File: src/rtl/alu_seq.sv
// alu_seq: registered ALU with a valid/ready handshake.
// It covers the 8 base ops plus SLTU, iterative shifts (one bit per cycle)
// and an iterative shift-add multiply. Flags: carryout, zero, overflow, illegal.
// Ports: clk, reset_n (async, active low); in_valid/in_ready, command, operandA, operandB;
//        out_valid/out_ready, result, carryout, zero, overflow, illegal.
// Optional: define ALU_SEQ_FLUSH_EN to add the flush input (aborts BUSY/DONE).
module alu_seq #(
  parameter int WIDTH   = 32,
  parameter int SHAMT_W = 5
) (
  input  logic               clk,
  input  logic               reset_n,
`ifdef ALU_SEQ_FLUSH_EN
  input  logic               flush,
`endif
  input  logic               in_valid,
  output logic               in_ready,
  input  logic [3:0]         command,
  input  logic [WIDTH-1:0]   operandA,
  input  logic [WIDTH-1:0]   operandB,
  output logic               out_valid,
  input  logic               out_ready,
  output logic [WIDTH-1:0]   result,
  output logic               carryout,
  output logic               zero,
  output logic               overflow,
  output logic               illegal
);

  localparam int CNT_W = SHAMT_W + 1;

  localparam logic [3:0] C_ADD  = 4'b0000;
  localparam logic [3:0] C_SUB  = 4'b0001;
  localparam logic [3:0] C_XOR  = 4'b0010;
  localparam logic [3:0] C_SLT  = 4'b0011;
  localparam logic [3:0] C_AND  = 4'b0100;
  localparam logic [3:0] C_NAND = 4'b0101;
  localparam logic [3:0] C_NOR  = 4'b0110;
  localparam logic [3:0] C_OR   = 4'b0111;
  localparam logic [3:0] C_SLTU = 4'b1000;
  localparam logic [3:0] C_SLL  = 4'b1001;
  localparam logic [3:0] C_SRL  = 4'b1010;
  localparam logic [3:0] C_SRA  = 4'b1011;
  localparam logic [3:0] C_MUL  = 4'b1100;

  typedef enum logic [1:0] {
    IDLE = 2'd0,
    BUSY = 2'd1,
    DONE = 2'd2
  } state_e;

  state_e             state_q, state_d;
  logic [3:0]         op_q, op_d;
  logic [WIDTH-1:0]   a_q, a_d;
  logic [WIDTH-1:0]   hi_q, hi_d;
  logic [WIDTH-1:0]   lo_q, lo_d;
  logic [CNT_W-1:0]   cnt_q, cnt_d;
  logic [WIDTH-1:0]   result_q, result_d;
  logic               carry_q, carry_d;
  logic               zero_q, zero_d;
  logic               ovf_q, ovf_d;
  logic               ill_q, ill_d;

  logic               flush_w;
  logic               accept;

`ifdef ALU_SEQ_FLUSH_EN
  assign flush_w = flush;
`else
  assign flush_w = 1'b0;
`endif

  assign in_ready  = (state_q == IDLE);
  assign out_valid = (state_q == DONE);
  assign accept    = in_valid & in_ready & ~flush_w;

  assign result    = result_q;
  assign carryout  = carry_q;
  assign zero      = zero_q;
  assign overflow  = ovf_q;
  assign illegal   = ill_q;

  // Single-cycle datapath on the live request inputs.
  logic             is_sub;
  logic [WIDTH-1:0] b_eff;
  logic [WIDTH:0]   sum;
  logic             add_ovf;
  logic             slt;
  logic [WIDTH-1:0] alu_res;
  logic             alu_carry;
  logic             alu_ovf;
  logic             alu_ill;

  assign is_sub  = (command == C_SUB);
  assign b_eff   = is_sub ? ~operandB : operandB;
  assign sum     = {1'b0, operandA} + {1'b0, b_eff}
                 + {{WIDTH{1'b0}}, is_sub};
  assign add_ovf = (operandA[WIDTH-1] == b_eff[WIDTH-1])
                 & (sum[WIDTH-1] != operandA[WIDTH-1]);
  // Direct signed compare: immune to A-B overflow.
  assign slt     = $signed(operandA) < $signed(operandB);

  always_comb begin
    alu_res   = '0;
    alu_carry = 1'b0;
    alu_ovf   = 1'b0;
    alu_ill   = 1'b0;
    case (command)
      C_ADD, C_SUB: begin
        alu_res   = sum[WIDTH-1:0];
        alu_carry = sum[WIDTH];
        alu_ovf   = add_ovf;
      end
      C_XOR:  alu_res = operandA ^ operandB;
      C_SLT:  alu_res = {{(WIDTH-1){1'b0}}, slt};
      C_AND:  alu_res = operandA & operandB;
      C_NAND: alu_res = ~(operandA & operandB);
      C_NOR:  alu_res = ~(operandA | operandB);
      C_OR:   alu_res = operandA | operandB;
      C_SLTU: alu_res = {{(WIDTH-1){1'b0}}, operandA < operandB};
      C_SLL, C_SRL, C_SRA, C_MUL: alu_res = '0;
      default: alu_ill = 1'b1;
    endcase
  end

  // Iterative step: one shift bit or one shift-add multiply bit.
  logic [WIDTH:0]   mul_sum;
  logic [WIDTH-1:0] step_hi;
  logic [WIDTH-1:0] step_lo;

  assign mul_sum = {1'b0, hi_q}
                 + (lo_q[0] ? {1'b0, a_q} : {(WIDTH+1){1'b0}});

  always_comb begin
    step_hi = hi_q;
    step_lo = lo_q;
    case (op_q)
      C_SLL: step_lo = {lo_q[WIDTH-2:0], 1'b0};
      C_SRL: step_lo = {1'b0, lo_q[WIDTH-1:1]};
      C_SRA: step_lo = {lo_q[WIDTH-1], lo_q[WIDTH-1:1]};
      C_MUL: begin
        step_hi = mul_sum[WIDTH:1];
        step_lo = {mul_sum[0], lo_q[WIDTH-1:1]};
      end
      default: ;
    endcase
  end

  logic is_shift_cmd;
  logic [SHAMT_W-1:0] shamt;

  assign is_shift_cmd = (command == C_SLL) | (command == C_SRL)
                      | (command == C_SRA);
  assign shamt        = operandB[SHAMT_W-1:0];

  always_comb begin
    state_d  = state_q;
    op_d     = op_q;
    a_d      = a_q;
    hi_d     = hi_q;
    lo_d     = lo_q;
    cnt_d    = cnt_q;
    result_d = result_q;
    carry_d  = carry_q;
    zero_d   = zero_q;
    ovf_d    = ovf_q;
    ill_d    = ill_q;

    unique case (state_q)
      IDLE: begin
        if (accept) begin
          op_d  = command;
          a_d   = operandA;
          hi_d  = '0;
          lo_d  = operandA;
          cnt_d = {1'b0, shamt};
          if (is_shift_cmd && shamt == '0) begin
            state_d  = DONE;
            result_d = operandA;
            carry_d  = 1'b0;
            ovf_d    = 1'b0;
            ill_d    = 1'b0;
            zero_d   = (operandA == '0);
          end else if (is_shift_cmd) begin
            state_d = BUSY;
          end else if (command == C_MUL) begin
            lo_d    = operandB;
            cnt_d   = CNT_W'(WIDTH);
            state_d = BUSY;
          end else begin
            state_d  = DONE;
            result_d = alu_res;
            carry_d  = alu_carry;
            ovf_d    = alu_ovf;
            ill_d    = alu_ill;
            zero_d   = (alu_res == '0);
          end
        end
      end
      BUSY: begin
        hi_d  = step_hi;
        lo_d  = step_lo;
        cnt_d = cnt_q - 1'b1;
        // Result is published only on the final step.
        if (cnt_q == CNT_W'(1)) begin
          state_d  = DONE;
          result_d = step_lo;
          carry_d  = 1'b0;
          ill_d    = 1'b0;
          zero_d   = (step_lo == '0);
          ovf_d    = (op_q == C_MUL) && (step_hi != '0);
        end
      end
      DONE: begin
        if (out_ready) state_d = IDLE;
      end
      default: state_d = IDLE;
    endcase

    // Abort keeps the previously presented result and flags.
    if (flush_w && state_q != IDLE) begin
      state_d  = IDLE;
      result_d = result_q;
      carry_d  = carry_q;
      zero_d   = zero_q;
      ovf_d    = ovf_q;
      ill_d    = ill_q;
    end
  end

  always_ff @(posedge clk or negedge reset_n) begin
    if (!reset_n) begin
      state_q  <= IDLE;
      op_q     <= '0;
      a_q      <= '0;
      hi_q     <= '0;
      lo_q     <= '0;
      cnt_q    <= '0;
      result_q <= '0;
      carry_q  <= 1'b0;
      zero_q   <= 1'b0;
      ovf_q    <= 1'b0;
      ill_q    <= 1'b0;
    end else begin
      state_q  <= state_d;
      op_q     <= op_d;
      a_q      <= a_d;
      hi_q     <= hi_d;
      lo_q     <= lo_d;
      cnt_q    <= cnt_d;
      result_q <= result_d;
      carry_q  <= carry_d;
      zero_q   <= zero_d;
      ovf_q    <= ovf_d;
      ill_q    <= ill_d;
    end
  end

endmodule

File: config.mk
export PLATFORM = sky130hd
export DESIGN_NAME = alu_seq
export DESIGN_NICKNAME = d
export VERILOG_FILES = /design/src/rtl/alu_seq.sv
export SDC_FILE = /design/constraint.sdc
export NUM_CORES = 1
export LEC_CHECK = 0
export CAP_MARGIN = 10
export CORE_ASPECT_RATIO = 0.6
export CORE_MARGIN = 2
export CORE_UTILIZATION = 35
export CTS_BUF_LIST = sky130_fd_sc_hd__clkbuf_8 sky130_fd_sc_hd__clkbuf_16
export CTS_CLUSTER_SIZE = 20
export DETAILED_ROUTE_END_ITERATION = 10
export GPL_ROUTABILITY_DRIVEN = 0
export HOLD_SLACK_MARGIN = 0.03
export PLACE_DENSITY_LB_ADDON = 0.12
export SLEW_MARGIN = 30
export SYNTH_ARGS = -nofsm -noshare
export SYNTH_HDL_FRONTEND = slang
export SYNTH_SLANG_ARGS = --single-unit
File: constraint.sdc
create_clock -name clk -period 5.56 [get_ports clk]
set_input_delay 1.668 -clock clk [delete_from_list [all_inputs] [get_ports clk]]
set_output_delay 1.668 -clock clk [all_outputs]
set_load 0.01 [all_outputs]
Word-level counts from Yosys, hierarchy flattened
Index checks and enable logic that the tools add are counted.
{"block": "totals", "word_cells": 125, "output_inout_bits": 38, "ff_bits": 144, "in_bits": 72}
{"block": "op_classes", "reduce_logical": 16, "bitwise_logic": 10, "n_lt_le_gt_ge": 2, "n_mux": 56, "eq_ne": 26, "add_sub_neg": 4}
{"op": "$mux W32", "n": 13}
{"op": "$pmux W32 S8", "n": 1}
{"op": "$pmux W32 S2", "n": 3}
{"op": "$pmux W32 S4", "n": 1}
{"op": "$logic_not A32 Y1", "n": 3}
{"op": "$not A32 Y32", "n": 3}
{"op": "$add A32 B32 Y33", "n": 2}
{"op": "$lt A32 B32 Y1", "n": 2}
{"op": "$eq A4 B4 Y1 const B", "n": 9}
{"op": "$add A33 B1 Y33", "n": 1}
{"op": "$and A32 B32 Y32", "n": 1}
{"op": "$or A32 B32 Y32", "n": 1}
{"op": "$reduce_bool A32 Y1", "n": 1}
{"op": "$xor A32 B32 Y32", "n": 1}
{"op": "$mux W6", "n": 4}
{"op": "$mux W1", "n": 22}
{"op": "$eq A4 B3 Y1 const B", "n": 4}
{"op": "$reduce_or A13 Y1", "n": 1}
{"op": "$mux W2", "n": 6}
{"op": "$pmux W6 S2", "n": 1}
{"op": "$eq A4 B2 Y1 const B", "n": 2}
{"op": "$pmux W1 S2", "n": 4}
{"op": "$eq A6 B1 Y1 const B", "n": 1}
{"op": "$pmux W2 S3", "n": 1}
{"op": "other kinds (21)", "n": 26}

Logic depth before layout (Yosys ltp)
{"block": "logic_depth", "ltp_word": 12, "ltp_mapped": 20, "mapped_depth_nobuf": 15}

Worst setup path before layout
No wires, ideal clock.
{"block": "synth_timing", "kind": "in2reg", "from": "input command[0]", "to": "register zero_q (netlist: zero)", "t_arrival_ns": 6.351, "path_stages": 19, "setup_slack_ns": -0.863, "path_cell_list": "buf_2 -> buf_2 -> buf_2 -> buf_2 -> nor4b_1 -> buf_2 -> xnor2_1 -> ha_1 -> clkbuf_2 -> nand2_1 -> or4_1 -> o211ai_1 -> a21oi_1 -> o41ai_2 -> xor2_1 -> a222oi_1 -> nor4b_1 -> a41oi_1 -> nor2_1"}
{"block": "synth_via", "elab_chain_cells": 11, "word_cells_on_any_way": 30, "classes_between": "add/sub: 2; eq/ne: 14; mux: 7; bitwise: 2; reduce/logical: 5"}
{"element": "start: declaration", "line_no": "18", "source": "input logic [3:0] command,"}
{"element": "$eq A4 B1 Y1", "line_no": "94, 108"}
{"element": "$mux W32", "line_no": "95", "source": "assign b_eff = is_sub ? ~operandB : operandB;"}
{"element": "$add A32 B32 Y33", "line_no": "96", "source": "assign sum = {1'b0, operandA} + {1'b0, b_eff}"}
{"element": "$add A33 B1 Y33", "line_no": "97", "source": "+ {{WIDTH{1'b0}}, is_sub};"}
{"element": "$pmux W32 S8", "line_no": "108", "source": "case (command)"}
{"element": "$logic_not A32 Y1", "line_no": "196", "source": "zero_d = (alu_res == '0);"}
{"element": "$mux W1", "line_no": "186", "source": "end else if (command == C_MUL) begin"}
{"element": "$mux W1", "line_no": "184", "source": "end else if (is_shift_cmd) begin"}
{"element": "$mux W1", "line_no": "177", "source": "if (is_shift_cmd && shamt == '0) begin"}
{"element": "$mux W1", "line_no": "171", "source": "if (accept) begin"}
{"element": "$pmux W1 S2", "line_no": "169", "source": "unique case (state_q)"}
{"element": "end signal: assignment", "line_no": "253", "source": "zero_q <= zero_d;"}
{"element": "end: declaration", "line_no": "60", "source": "logic zero_q, zero_d;"}
Parallel ways exist; a longest one is shown, timed or not. The select of a mux whose other input is x is not followed.
A chain may end at the register's enable or synchronous reset.

Worst setup path after layout
{"block": "layout_timing", "from": "input command[3]", "to": "register zero_q (netlist: zero)"}
The elaborated chain is that of the path after synthesis.

==> flow_summary.ini <==
[status]
status = complete, no violations

[logic_synthesis]
synth_cell_types = 80
yosys_most_used_dff = dfrtp_1
synthTopCellsByCount = 268 x nand2_1, 169 x ha_1, 164 x o21ai_0, 148 x a21oi_1, 144 x dfrtp_1
avgSynthCellArea_sq_um = 7.96
yosysSeqAreaShare_pct = 24.6
synth_area_sq_mm = 0.0146
synth_edf_count = 0
yosys-top-cells-area = dfrtp_1 25%, ha_1 14%, nand2_1 6.9%
synth_top_area_cell = dfrtp_1
yosysMostFrequentCell = nand2_1
synth-async-reset-ratio_pct = 100
syn_inst = 1838
ys.warnings.count = 0
netlist.area_leader.share_pct = 24.6
synth_nets = 2081
yosys_register_bits = 144

[placement]
dpl.hpwl_microns = 46600
place_area_sq_mm = 0.0175
place_ws_ns = -0.677
io_buffer_count = 109
place_inst = 2579

[sta]
maxSlewViolCount = 0
hold_viol = 0
fin_skew_ns = 0.00879
setup_viol = 0
finalWorstSetupSlack_ns = 0.317
min_period_ns = 5.24
relSlewSlack_pct = 37.8
rsz0062_at_grt = false
max_freq_ghz = 0.191
worstMarginPinSlew_ns = 0.933
fin_crit_sh_pct = 94.3

[routing]
drc_errors = 0
vias = 15271
wl_microns = 60700
met1_length_microns = 30300
drtIter0Drc = 1710
drtPass1Iterations = 5
wl_per_cell_microns = 23.2
top_signal_layer_used = met4
wl_met2_microns = 23500
met3_length_microns = 5900
viasPerCell = 5.83
ant_nets = 0

[worst_setup_path]
crit_path_end_kind = flip-flop
path_class = primary input to flip-flop
worst-path-max-fanout = 3
startpoint_type = primary input
crit_arrival_ns = 5.62
reg2reg_from = lo_q[0]
cp-startpoint = command[3]
crit_required_ns = 5.93

[floorplanning]
die_h_microns = 162
design.die.area_sq_mm = 0.0435
core_area_sq_mm = 0.0409
start_util_pct = 35.8
chipWidth_microns = 268
ios = 110
row_count = 57

[global_routing]
gr-total-overflow = 0
grt_first_pass_wirelength_microns = 90300
grt_max_degree = 75
grt_pass1_vias = 14331
grt.total_usage_pct = 27.8
antenna_found_initial = 2

[power]
power_frac_clock_pct = 20.9
irDropWorstVdd_v = 0.000177
leakagePower_nw = 8.42
combPwrFrac_pct = 52.7
p_switching_mw = 3.00
intPower_mw = 3.65
p_sw_share_pct = 45.1
total_power_mw = 6.65
seq_power_share_pct = 26.4
power.density_mw_per_mm2 = 364

[clocking]
cts_buffer_depth = 2
cts_hold_buffers = 0
cts.sink_count = 144
htree_levels = 4
clock_latency_ns = 0.45
path_clk_slew_ns = 0.06
cts_buffers = 17
cts_tree = built
root_buffer = clkbuf_16

[min_path]
holdCritPathClass = flip-flop to flip-flop
min_from = a_q[15]

[cells_and_area]
fin_cells = 2618
syn2layout_area_growth_pct = 24.9
drive_above_1_share_pct = 13.2
fin_nets = 2287
final_cell_area_sq_mm = 0.0183

[flow_run]
maxCapViolCount = 0
## power groups by stage
stage          Sequential (mW)  Clock [mW]  Combinational [mW]
2_1_floorplan             1.69           0                2.05
3_3_place_gp              1.75           0                3.37
3_5_place_dp              1.77           0                3.40
4_1_cts                   1.75        1.41                3.42
5_1_grt                   1.81        1.45                3.80
6_report                  1.76        1.39                3.51
## placed cells by master, fill, tap and decap left out, types with 21 or more instances in the layout
master and count:
dfrtp_1 144, a221o_1 27, o21ai_0 162, nand4_1 21, nor4_1 22, a21oi_1 144
inv_1 101, ha_1 169, a21o_1 26, buf_4 188, mux2i_1 39, xnor2_1 93
nand2_1 265, a22oi_1 43, clkdlybuf4s50_1 104, nand3_1 44, nor2_1 62, xor2_1 22
o211ai_1 22, and2_1 41
## state kept, by name (all words and copies together), names as in the netlist
signal / cells
carryout: 1
cnt_q: 6
illegal: 1
hi_q: 32
overflow: 1
result: 32
a_q: 32
op_q: 4
zero: 1
lo_q: 32
state_q: 2
## logic make-up after synthesis
kind of cell / Yosys count / share of synthesized area [%]
AOI/OAI and AO/OA: 601 / 27.0
and+or+nand+nor: 551 / 18.0
buffers and inverters: 214 / 5.83
adders and majority gates: 171 / 14.7
DFF: 144 / 24.6
xor gates and xnor gates: 116 / 6.95
muxes: 41 / 2.82
## metal layers
metal  vias up  GRT usage, %
li1       7098             -
met1      7401          44.0
met2       717          36.7
met3        55          7.15
met4         0          6.04
met5         -             0
## cell type report
type / instances / area (sq um)
Tap cell: 560 / 701
Multi-Input combinational cell: 1480 / 10400
Sequential cell: 144 / 3600
Clock buffer: 19 / 453
Clock inverter: 13 / 231
Timing Repair Buffer: 300 / 2550
Antenna cell: 1 / 2.50
Inverter: 101 / 379
Fill cell: 4054 / 22600
## timing repair
action / in CTS / in global routing
endpoints found under the setup margin: 2 / 14
endpoints found under the hold margin: 0 / 0
pin swaps: 1 / 6
gates cloned: 0 / 1
buffers inserted: 1 / 4
gates resized for setup: 4 / 14
## final timing paths
path / slack (ns) / to / depth (start not counted)
setup / recovery: 0.32 / zero / 18
max in group asynchronous: 3.42 / result[2] / 2
setup reg to reg: 0.94 / overflow / 14
hold reg to reg: 0.47 / a_q[15] / 2
min in group asynchronous: 1.23 / hi_q[31] / 1
hold / removal: 0.47 / a_q[15] / 2
## through the flow
stage	hold WS, ns	TNS [ns]	util [%]
final	0.474	0	44.7
after global routing	0.494	0	44.7
after CTS	0.479	0	44.5
after detailed placement	0.465	-5.76	42.7
after global placement	0.458	-4.37	42.7
after floorplan	0.442	-0.0830	-
## critical path: stages
cell	delay, ns
dlymetal6s2s_1	0.19
nor4b_4	0.38
buf_4	0.18
xnor2_1	0.14
inv_1	0.09
fa_1	0.44
nand3b_1	0.24
nand2_1	0.16
a21oi_2	0.10
o211ai_1	0.24
buf_4	0.18
a21oi_2	0.09
o41ai_4	0.41
xor2_1	0.12
a222oi_1	0.41
nor4b_4	0.32
a41oi_1	0.15
nor2_1	0.11
Power figures use the tool's default switching activity.
